===== src/rtl/mem_port_arbiter_if.sv =====
// Bundle shared by the fetch port, the data port and the memory.
// master = arbiter side, slave = requesters plus memory.
interface mem_port_arbiter_if;
  logic        if_req;
  logic [31:0] if_addr;
  logic        if_ack;
  logic [31:0] if_rdata;

  logic        dm_req;
  logic        dm_we;
  logic [31:0] dm_addr;
  logic [31:0] dm_wdata;
  logic        dm_ack;
  logic [31:0] dm_rdata;

  logic        mem_valid;
  logic        mem_we;
  logic [31:0] mem_addr;
  logic [31:0] mem_wdata;
  logic        mem_ready;
  logic        mem_rvalid;
  logic [31:0] mem_rdata;

  logic        stall;
  logic        err;

  modport master (
    input  if_req,
    input  if_addr,
    output if_ack,
    output if_rdata,
    input  dm_req,
    input  dm_we,
    input  dm_addr,
    input  dm_wdata,
    output dm_ack,
    output dm_rdata,
    output mem_valid,
    output mem_we,
    output mem_addr,
    output mem_wdata,
    input  mem_ready,
    input  mem_rvalid,
    input  mem_rdata,
    output stall,
    output err
  );

  modport slave (
    output if_req,
    output if_addr,
    input  if_ack,
    input  if_rdata,
    output dm_req,
    output dm_we,
    output dm_addr,
    output dm_wdata,
    input  dm_ack,
    input  dm_rdata,
    input  mem_valid,
    input  mem_we,
    input  mem_addr,
    input  mem_wdata,
    output mem_ready,
    output mem_rvalid,
    output mem_rdata,
    input  stall,
    input  err
  );
endinterface


===== src/rtl/mem_port_arbiter.sv =====
// Single-port memory arbiter: data stage first, fetch guaranteed
// progress by a starvation counter; one outstanding access at a time.
module mem_port_arbiter #(
  parameter int MAX_STARVE = 4,
  parameter int TIMEOUT    = 255
) (
  input  logic                clk,
  input  logic                rst,
  mem_port_arbiter_if.master  bus
);
  localparam int SW = $clog2(MAX_STARVE + 1);
  localparam int WW = $clog2(TIMEOUT + 1);

  localparam logic [SW-1:0] STARVE_MAX = SW'(MAX_STARVE);
  localparam logic [WW-1:0] WD_LAST    = WW'(TIMEOUT - 1);

  typedef enum logic [1:0] {
    S_IDLE,
    S_ISSUE,
    S_WAIT
  } state_t;

  state_t        r_state;
  state_t        w_state;
  logic          r_owner;
  logic          w_owner;
  logic [SW-1:0] r_starve;
  logic [SW-1:0] w_starve;
  logic [WW-1:0] r_wd;
  logic [WW-1:0] w_wd;

  logic          r_mem_valid;
  logic          w_mem_valid;
  logic          r_mem_we;
  logic          w_mem_we;
  logic [31:0]   r_mem_addr;
  logic [31:0]   w_mem_addr;
  logic [31:0]   r_mem_wdata;
  logic [31:0]   w_mem_wdata;

  logic          r_if_ack;
  logic          w_if_ack;
  logic          r_dm_ack;
  logic          w_dm_ack;
  logic [31:0]   r_if_rdata;
  logic [31:0]   w_if_rdata;
  logic [31:0]   r_dm_rdata;
  logic [31:0]   w_dm_rdata;
  logic          r_err;
  logic          w_err;

  logic          w_both;
  logic          w_pick_if;
  logic          w_grant;
  logic          w_fin;
  logic [31:0]   w_res;

  // The ack cycle blocks a new grant so a held req is not issued twice.
  assign w_both    = bus.if_req & bus.dm_req;
  assign w_pick_if = bus.if_req &
                     (~bus.dm_req | (r_starve >= STARVE_MAX));
  assign w_grant   = (r_state == S_IDLE) &
                     ~(r_if_ack | r_dm_ack) &
                     (bus.if_req | bus.dm_req);

  always_comb begin
    w_state     = r_state;
    w_owner     = r_owner;
    w_starve    = r_starve;
    w_wd        = r_wd;
    w_mem_valid = r_mem_valid;
    w_mem_we    = r_mem_we;
    w_mem_addr  = r_mem_addr;
    w_mem_wdata = r_mem_wdata;
    w_if_ack    = 1'b0;
    w_dm_ack    = 1'b0;
    w_if_rdata  = r_if_rdata;
    w_dm_rdata  = r_dm_rdata;
    w_err       = 1'b0;
    w_fin       = 1'b0;
    w_res       = '0;

    unique case (r_state)
      S_IDLE: begin
        if (w_grant) begin
          w_state     = S_ISSUE;
          w_mem_valid = 1'b1;
          w_owner     = ~w_pick_if;
          unique case (1'b1)
            w_pick_if: begin
              w_starve    = '0;
              w_mem_we    = 1'b0;
              w_mem_addr  = bus.if_addr;
              w_mem_wdata = '0;
            end
            default: begin
              if (w_both)
                w_starve = r_starve + 1'b1;
              w_mem_we    = bus.dm_we;
              w_mem_addr  = bus.dm_addr;
              w_mem_wdata = bus.dm_wdata;
            end
          endcase
        end
      end

      S_ISSUE: begin
        if (bus.mem_ready) begin
          w_state     = S_WAIT;
          w_mem_valid = 1'b0;
          w_wd        = '0;
        end
      end

      S_WAIT: begin
        unique case (1'b1)
          bus.mem_rvalid: begin
            w_fin = 1'b1;
            w_res = bus.mem_rdata;
          end
          (r_wd == WD_LAST): begin
            w_fin = 1'b1;
            w_res = 32'hDEAD_BEEF;
            w_err = 1'b1;
          end
          default: w_wd = r_wd + 1'b1;
        endcase
        if (w_fin) begin
          w_state  = S_IDLE;
          w_wd     = '0;
          w_if_ack = ~r_owner;
          w_dm_ack = r_owner;
          if (r_owner)
            w_dm_rdata = w_res;
          else
            w_if_rdata = w_res;
        end
      end

      default: w_state = S_IDLE;
    endcase
  end

  always_ff @(posedge clk or negedge rst) begin
    if (!rst) begin
      r_state     <= S_IDLE;
      r_owner     <= 1'b0;
      r_starve    <= '0;
      r_wd        <= '0;
      r_mem_valid <= 1'b0;
      r_mem_we    <= 1'b0;
      r_mem_addr  <= '0;
      r_mem_wdata <= '0;
      r_if_ack    <= 1'b0;
      r_dm_ack    <= 1'b0;
      r_if_rdata  <= '0;
      r_dm_rdata  <= '0;
      r_err       <= 1'b0;
    end else begin
      r_state     <= w_state;
      r_owner     <= w_owner;
      r_starve    <= w_starve;
      r_wd        <= w_wd;
      r_mem_valid <= w_mem_valid;
      r_mem_we    <= w_mem_we;
      r_mem_addr  <= w_mem_addr;
      r_mem_wdata <= w_mem_wdata;
      r_if_ack    <= w_if_ack;
      r_dm_ack    <= w_dm_ack;
      r_if_rdata  <= w_if_rdata;
      r_dm_rdata  <= w_dm_rdata;
      r_err       <= w_err;
    end
  end

  assign bus.mem_valid = r_mem_valid;
  assign bus.mem_we    = r_mem_we;
  assign bus.mem_addr  = r_mem_addr;
  assign bus.mem_wdata = r_mem_wdata;
  assign bus.if_ack    = r_if_ack;
  assign bus.dm_ack    = r_dm_ack;
  assign bus.if_rdata  = r_if_rdata;
  assign bus.dm_rdata  = r_dm_rdata;
  assign bus.err       = r_err;

  assign bus.stall = (bus.if_req & ~r_if_ack) |
                     (bus.dm_req & ~r_dm_ack);
endmodule

===== src/flat_wrapper.sv =====
// flat-port wrapper written by rule: the top's interface ports become plain ports
module mem_port_arbiter_flat 
#(
  parameter int MAX_STARVE = 4,
  parameter int TIMEOUT    = 255
)
  (clk, rst, bus_if_req, bus_if_addr, bus_if_ack, bus_if_rdata, bus_dm_req, bus_dm_we, bus_dm_addr, bus_dm_wdata, bus_dm_ack, bus_dm_rdata, bus_mem_valid, bus_mem_we, bus_mem_addr, bus_mem_wdata, bus_mem_ready, bus_mem_rvalid, bus_mem_rdata, bus_stall, bus_err);
  mem_port_arbiter_if bus_i ();
  input  logic clk;
  input  logic rst;
  input wire logic [$bits(bus_i.if_req)-1:0] bus_if_req;
  input wire logic [$bits(bus_i.if_addr)-1:0] bus_if_addr;
  output wire logic [$bits(bus_i.if_ack)-1:0] bus_if_ack;
  output wire logic [$bits(bus_i.if_rdata)-1:0] bus_if_rdata;
  input wire logic [$bits(bus_i.dm_req)-1:0] bus_dm_req;
  input wire logic [$bits(bus_i.dm_we)-1:0] bus_dm_we;
  input wire logic [$bits(bus_i.dm_addr)-1:0] bus_dm_addr;
  input wire logic [$bits(bus_i.dm_wdata)-1:0] bus_dm_wdata;
  output wire logic [$bits(bus_i.dm_ack)-1:0] bus_dm_ack;
  output wire logic [$bits(bus_i.dm_rdata)-1:0] bus_dm_rdata;
  output wire logic [$bits(bus_i.mem_valid)-1:0] bus_mem_valid;
  output wire logic [$bits(bus_i.mem_we)-1:0] bus_mem_we;
  output wire logic [$bits(bus_i.mem_addr)-1:0] bus_mem_addr;
  output wire logic [$bits(bus_i.mem_wdata)-1:0] bus_mem_wdata;
  input wire logic [$bits(bus_i.mem_ready)-1:0] bus_mem_ready;
  input wire logic [$bits(bus_i.mem_rvalid)-1:0] bus_mem_rvalid;
  input wire logic [$bits(bus_i.mem_rdata)-1:0] bus_mem_rdata;
  output wire logic [$bits(bus_i.stall)-1:0] bus_stall;
  output wire logic [$bits(bus_i.err)-1:0] bus_err;
  assign bus_i.if_req = bus_if_req;
  assign bus_i.if_addr = bus_if_addr;
  assign bus_if_ack = bus_i.if_ack;
  assign bus_if_rdata = bus_i.if_rdata;
  assign bus_i.dm_req = bus_dm_req;
  assign bus_i.dm_we = bus_dm_we;
  assign bus_i.dm_addr = bus_dm_addr;
  assign bus_i.dm_wdata = bus_dm_wdata;
  assign bus_dm_ack = bus_i.dm_ack;
  assign bus_dm_rdata = bus_i.dm_rdata;
  assign bus_mem_valid = bus_i.mem_valid;
  assign bus_mem_we = bus_i.mem_we;
  assign bus_mem_addr = bus_i.mem_addr;
  assign bus_mem_wdata = bus_i.mem_wdata;
  assign bus_i.mem_ready = bus_mem_ready;
  assign bus_i.mem_rvalid = bus_mem_rvalid;
  assign bus_i.mem_rdata = bus_mem_rdata;
  assign bus_stall = bus_i.stall;
  assign bus_err = bus_i.err;
  mem_port_arbiter #(.MAX_STARVE(MAX_STARVE), .TIMEOUT(TIMEOUT)) u_core (.clk(clk), .rst(rst), .bus(bus_i));
endmodule

===== config.mk =====
export PLATFORM = sky130hd
export DESIGN_NAME = mem_port_arbiter_flat
export DESIGN_NICKNAME = d
export VERILOG_FILES = /design/src/rtl/mem_port_arbiter_if.sv /design/src/rtl/mem_port_arbiter.sv /design/src/flat_wrapper.sv
export SDC_FILE = /design/constraint.sdc
export NUM_CORES = 1
export LEC_CHECK = 0
export BUFFER_PORTS_ARGS = -buffer_cell sky130_fd_sc_hd__buf_4
export CAP_MARGIN = 20
export CELL_PAD_IN_SITES_DETAIL_PLACEMENT = 0
export CELL_PAD_IN_SITES_GLOBAL_PLACEMENT = 2
export CORE_ASPECT_RATIO = 1.5
export CORE_MARGIN = 8
export CORE_UTILIZATION = 31
export CTS_BUF_LIST = sky130_fd_sc_hd__clkbuf_4
export DETAILED_ROUTE_END_ITERATION = 7
export GPL_ROUTABILITY_DRIVEN = 0
export GPL_TIMING_DRIVEN = 0
export PLACE_DENSITY = 0.88
export SETUP_SLACK_MARGIN = 0.02
export SYNTH_ARGS = -nofsm -noshare
export SYNTH_HDL_FRONTEND = slang
export SYNTH_SLANG_ARGS = --single-unit

===== constraint.sdc =====
create_clock -name clk -period 3.6 [get_ports clk]
set_input_delay 1.08 -clock clk [delete_from_list [all_inputs] [get_ports clk]]
set_output_delay 1.08 -clock clk [all_outputs]
set_load 0.005 [all_outputs]

==> impl_metrics.ini <==
[clock_tree]
clock_latency_ns = 0.55
cts_sinks = 147
cts_resized = 0
cts_buffer_depth = 2
path_clk_slew_ns = 0.12
cts_setup_buffers = 0
h-tree-depth = 4
cts_tree = yes
postCtsHoldBufs = 0
cts_buffers = 17
clockRootBuffer = clkbuf_4

[floorplanning]
num_io_pins = 269
die_area_um2 = 24600
die_height_um = 188
initial_utilization = 0.313
core_um2 = 19500
die_x_um = 131
row_count = 63

[critical_path]
crit_type = input port to primary output
r2r_end = u_core.bus.dm_rdata[15]
worstPathMaxFanout = 3
cp-startpoint = bus_dm_req
crit_end = bus_stall
rrSetupSlack_ns = 1.37
startpoint_type = input port
ff2ff_path_depth = 8
r2r-start = u_core.r_wd[0]
cp-end-kind = primary output
arrival_ns = 1.51
cp.required_ns = 2.52

[detailed_routing]
wl_per_cell_um = 17.7
via_per_inst = 4.70
drc = 0
m1WireLength_um = 7270
routed_wirelength_um = 19700
drtIter0Drc = 200
top_layer = met4
met2_length_um = 10200
routed-wl-met3_um = 2090
vias = 5233
first_pass_iters = 4
drtAntennaViolNets = 0

[logic_synthesis]
syn-cell-area_um2 = 6110
synth-edff-count = 0
yosys-top-cells-count = 147 x dfrtp_1, 113 x nand2_1, 48 x o22a_1, 39 x o21ai_0, 37 x nand3_1
yosys_warnings = 0
synthArstFlopShare = 1.00
ys_seq_area_frac = 0.602
ys_ff_latch = 147
yosysTopAreaCell = dfrtp_1
yosysMostFrequentCell = dfrtp_1
synth_area_leaders = dfrtp_1 60%, nand2_1 6.9%, o22a_1 6.9%
postSynthAreaPerCell_um2 = 11.1
synth_cell_types = 37
syn-instance-count = 552
synth_flop_cell = dfrtp_1
yosysTopAreaCellShare = 0.602
synth_fp_nets = 690

[cells_and_area]
multi_input_area_um2 = 2200
drive_above_1_share = 0.389
ff_latch_area_um2 = 3680
utilization = 0.451
antenna_cells = 0
fillers = 1981
final_nets = 978
syn_to_final_growth_pct = 44.2

[power]
p_comb_frac = 0.422
seq_power_share = 0.404
power_leakage_uw = 0.00446
power.density_nw_per_um2 = 788
p_clk_frac = 0.174
ir_drop_v = 0.000386
p_total_uw = 6950
internal_power_uw = 4560
sw_frac_of_total = 0.344
p_sw_uw = 2390

[sta]
max_slew.worst_pin.slew_ns = 0.796
rsz0062_at_grt = no
hold_violations = 0
maxSlewViolCount = 0
max_freq_mhz = 386
finalCriticalPeriod_ns = 2.59
min_period_over_period = 0.720
setup_viol = 0
fin_skew_ns = 0.0253
whs_ns = 0.483
maxSlewHeadroom = 0.469
tns_ns = 0

[global_route]
grt_overflow = 0
grt_pass1_wl_um = 30700
first_global_vias = 5611
antenna_found_initial = 0
grt_max_degree = 82
groute.usage.overall = 0.160

[hold_path]
hold_path.class = register to register
min_path_cells = 2

[run]
timing.max_cap.violations = 0

[placement]
place_hpwl_um = 15300
io_buffers = 268

[status]
outcome = finished clean
kinds of logic after synthesis:
logic type               after synthesis  share of synthesized area
multiplexers                          32                     0.0524
adder cells (fa/ha/maj)                3                    0.00614
XOR/XNOR                               3                    0.00430
AND/OR/NAND/NOR                      204                      0.153
flip-flops                           147                      0.602
buffers and inverters                 44                     0.0373
AO/OA/AOI/OAI                        119                      0.145
layout make-up:
cell class / count / area share
Tap cell: 260 / 0.0369
Inverter: 7 / 0.00298
Buffer: 37 / 0.0229
Clock inverter: 15 / 0.0233
Multi-Input combinational cell: 361 / 0.250
Clock buffer: 17 / 0.0145
Sequential cell: 147 / 0.417
Timing Repair Buffer: 269 / 0.232
layout by cell type (no fill, tap or decap), types with 3 or more instances in the layout:
cell type,n
buf_4,270
dfrtp_1,147
nand2_1,113
o22a_1,48
o21ai_0,39
nand3_1,37
mux2i_1,32
nand2b_1,27
a32o_1,17
clkbuf_4,17
buf_2,15
clkbuf_1,13
nor2_1,8
inv_1,5
buf_6,5
clkinv_4,5
or3_1,4
a21oi_1,4
bufinv_16,4
nor2b_1,3
nor3_1,3
xnor2_1,3
a21o_1,3
ha_1,3
flip-flops by register name (all words and copies together) (netlist names):
signal and cells:
u_core.bus.dm_ack 1, u_core.bus.mem_we 1, u_core.r_owner 1, u_core.r_wd 8, u_core.bus.if_ack 1, u_core.bus.mem_addr 32, u_core.bus.dm_rdata 32, u_core.bus.err 1
u_core.r_starve 3, u_core.r_state 2, u_core.bus.mem_wdata 32, u_core.bus.mem_valid 1, u_core.bus.if_rdata 32
layer usage:
layer	vias up	global-route usage
met5	-	0
li1	2521	-
met3	9	0.0751
met4	0	0.0350
met2	182	0.279
met1	2521	0.171
power groups by stage:
stage	logic (uW)	clock network (uW)	registers, uW
after floorplan	1240	0	2870
after global placement	3000	0	2810
after detailed placement	3020	0	2850
after CTS	3020	1270	2810
after global routing	3270	1330	2910
final	2930	1210	2810
critical path: stages:
cell and delay (ns):
buf_4 0.09, inv_1 0.05, o22ai_1 0.15, buf_4 0.14
stage by stage:
step	std cells	cell area (um2)	setup slack [ns]
2_1_floorplan	552	6110	1.24
3_3_place_gp	1080	8450	0.662
3_5_place_dp	1081	8480	0.800
4_1_cts	1113	8810	1.00
5_1_grt	1113	8810	0.960
6_report	1113	8810	1.01
worst min path at each step:
stage / to / from / slack [ns]
after floorplan: u_core.r_starve[1] / u_core.r_starve[1] / 0.45
after global placement: u_core.bus.mem_wdata[14] / u_core.bus.mem_wdata[14] / 0.45
after detailed placement: u_core.bus.mem_wdata[25] / u_core.bus.mem_wdata[25] / 0.46
after CTS: u_core.bus.dm_rdata[0] / rst / 0.49
after global routing: u_core.bus.if_rdata[22] / rst / 0.49
final: u_core.bus.mem_wdata[13] / u_core.bus.mem_wdata[13] / 0.48
(Power assumes the default switching activity.)
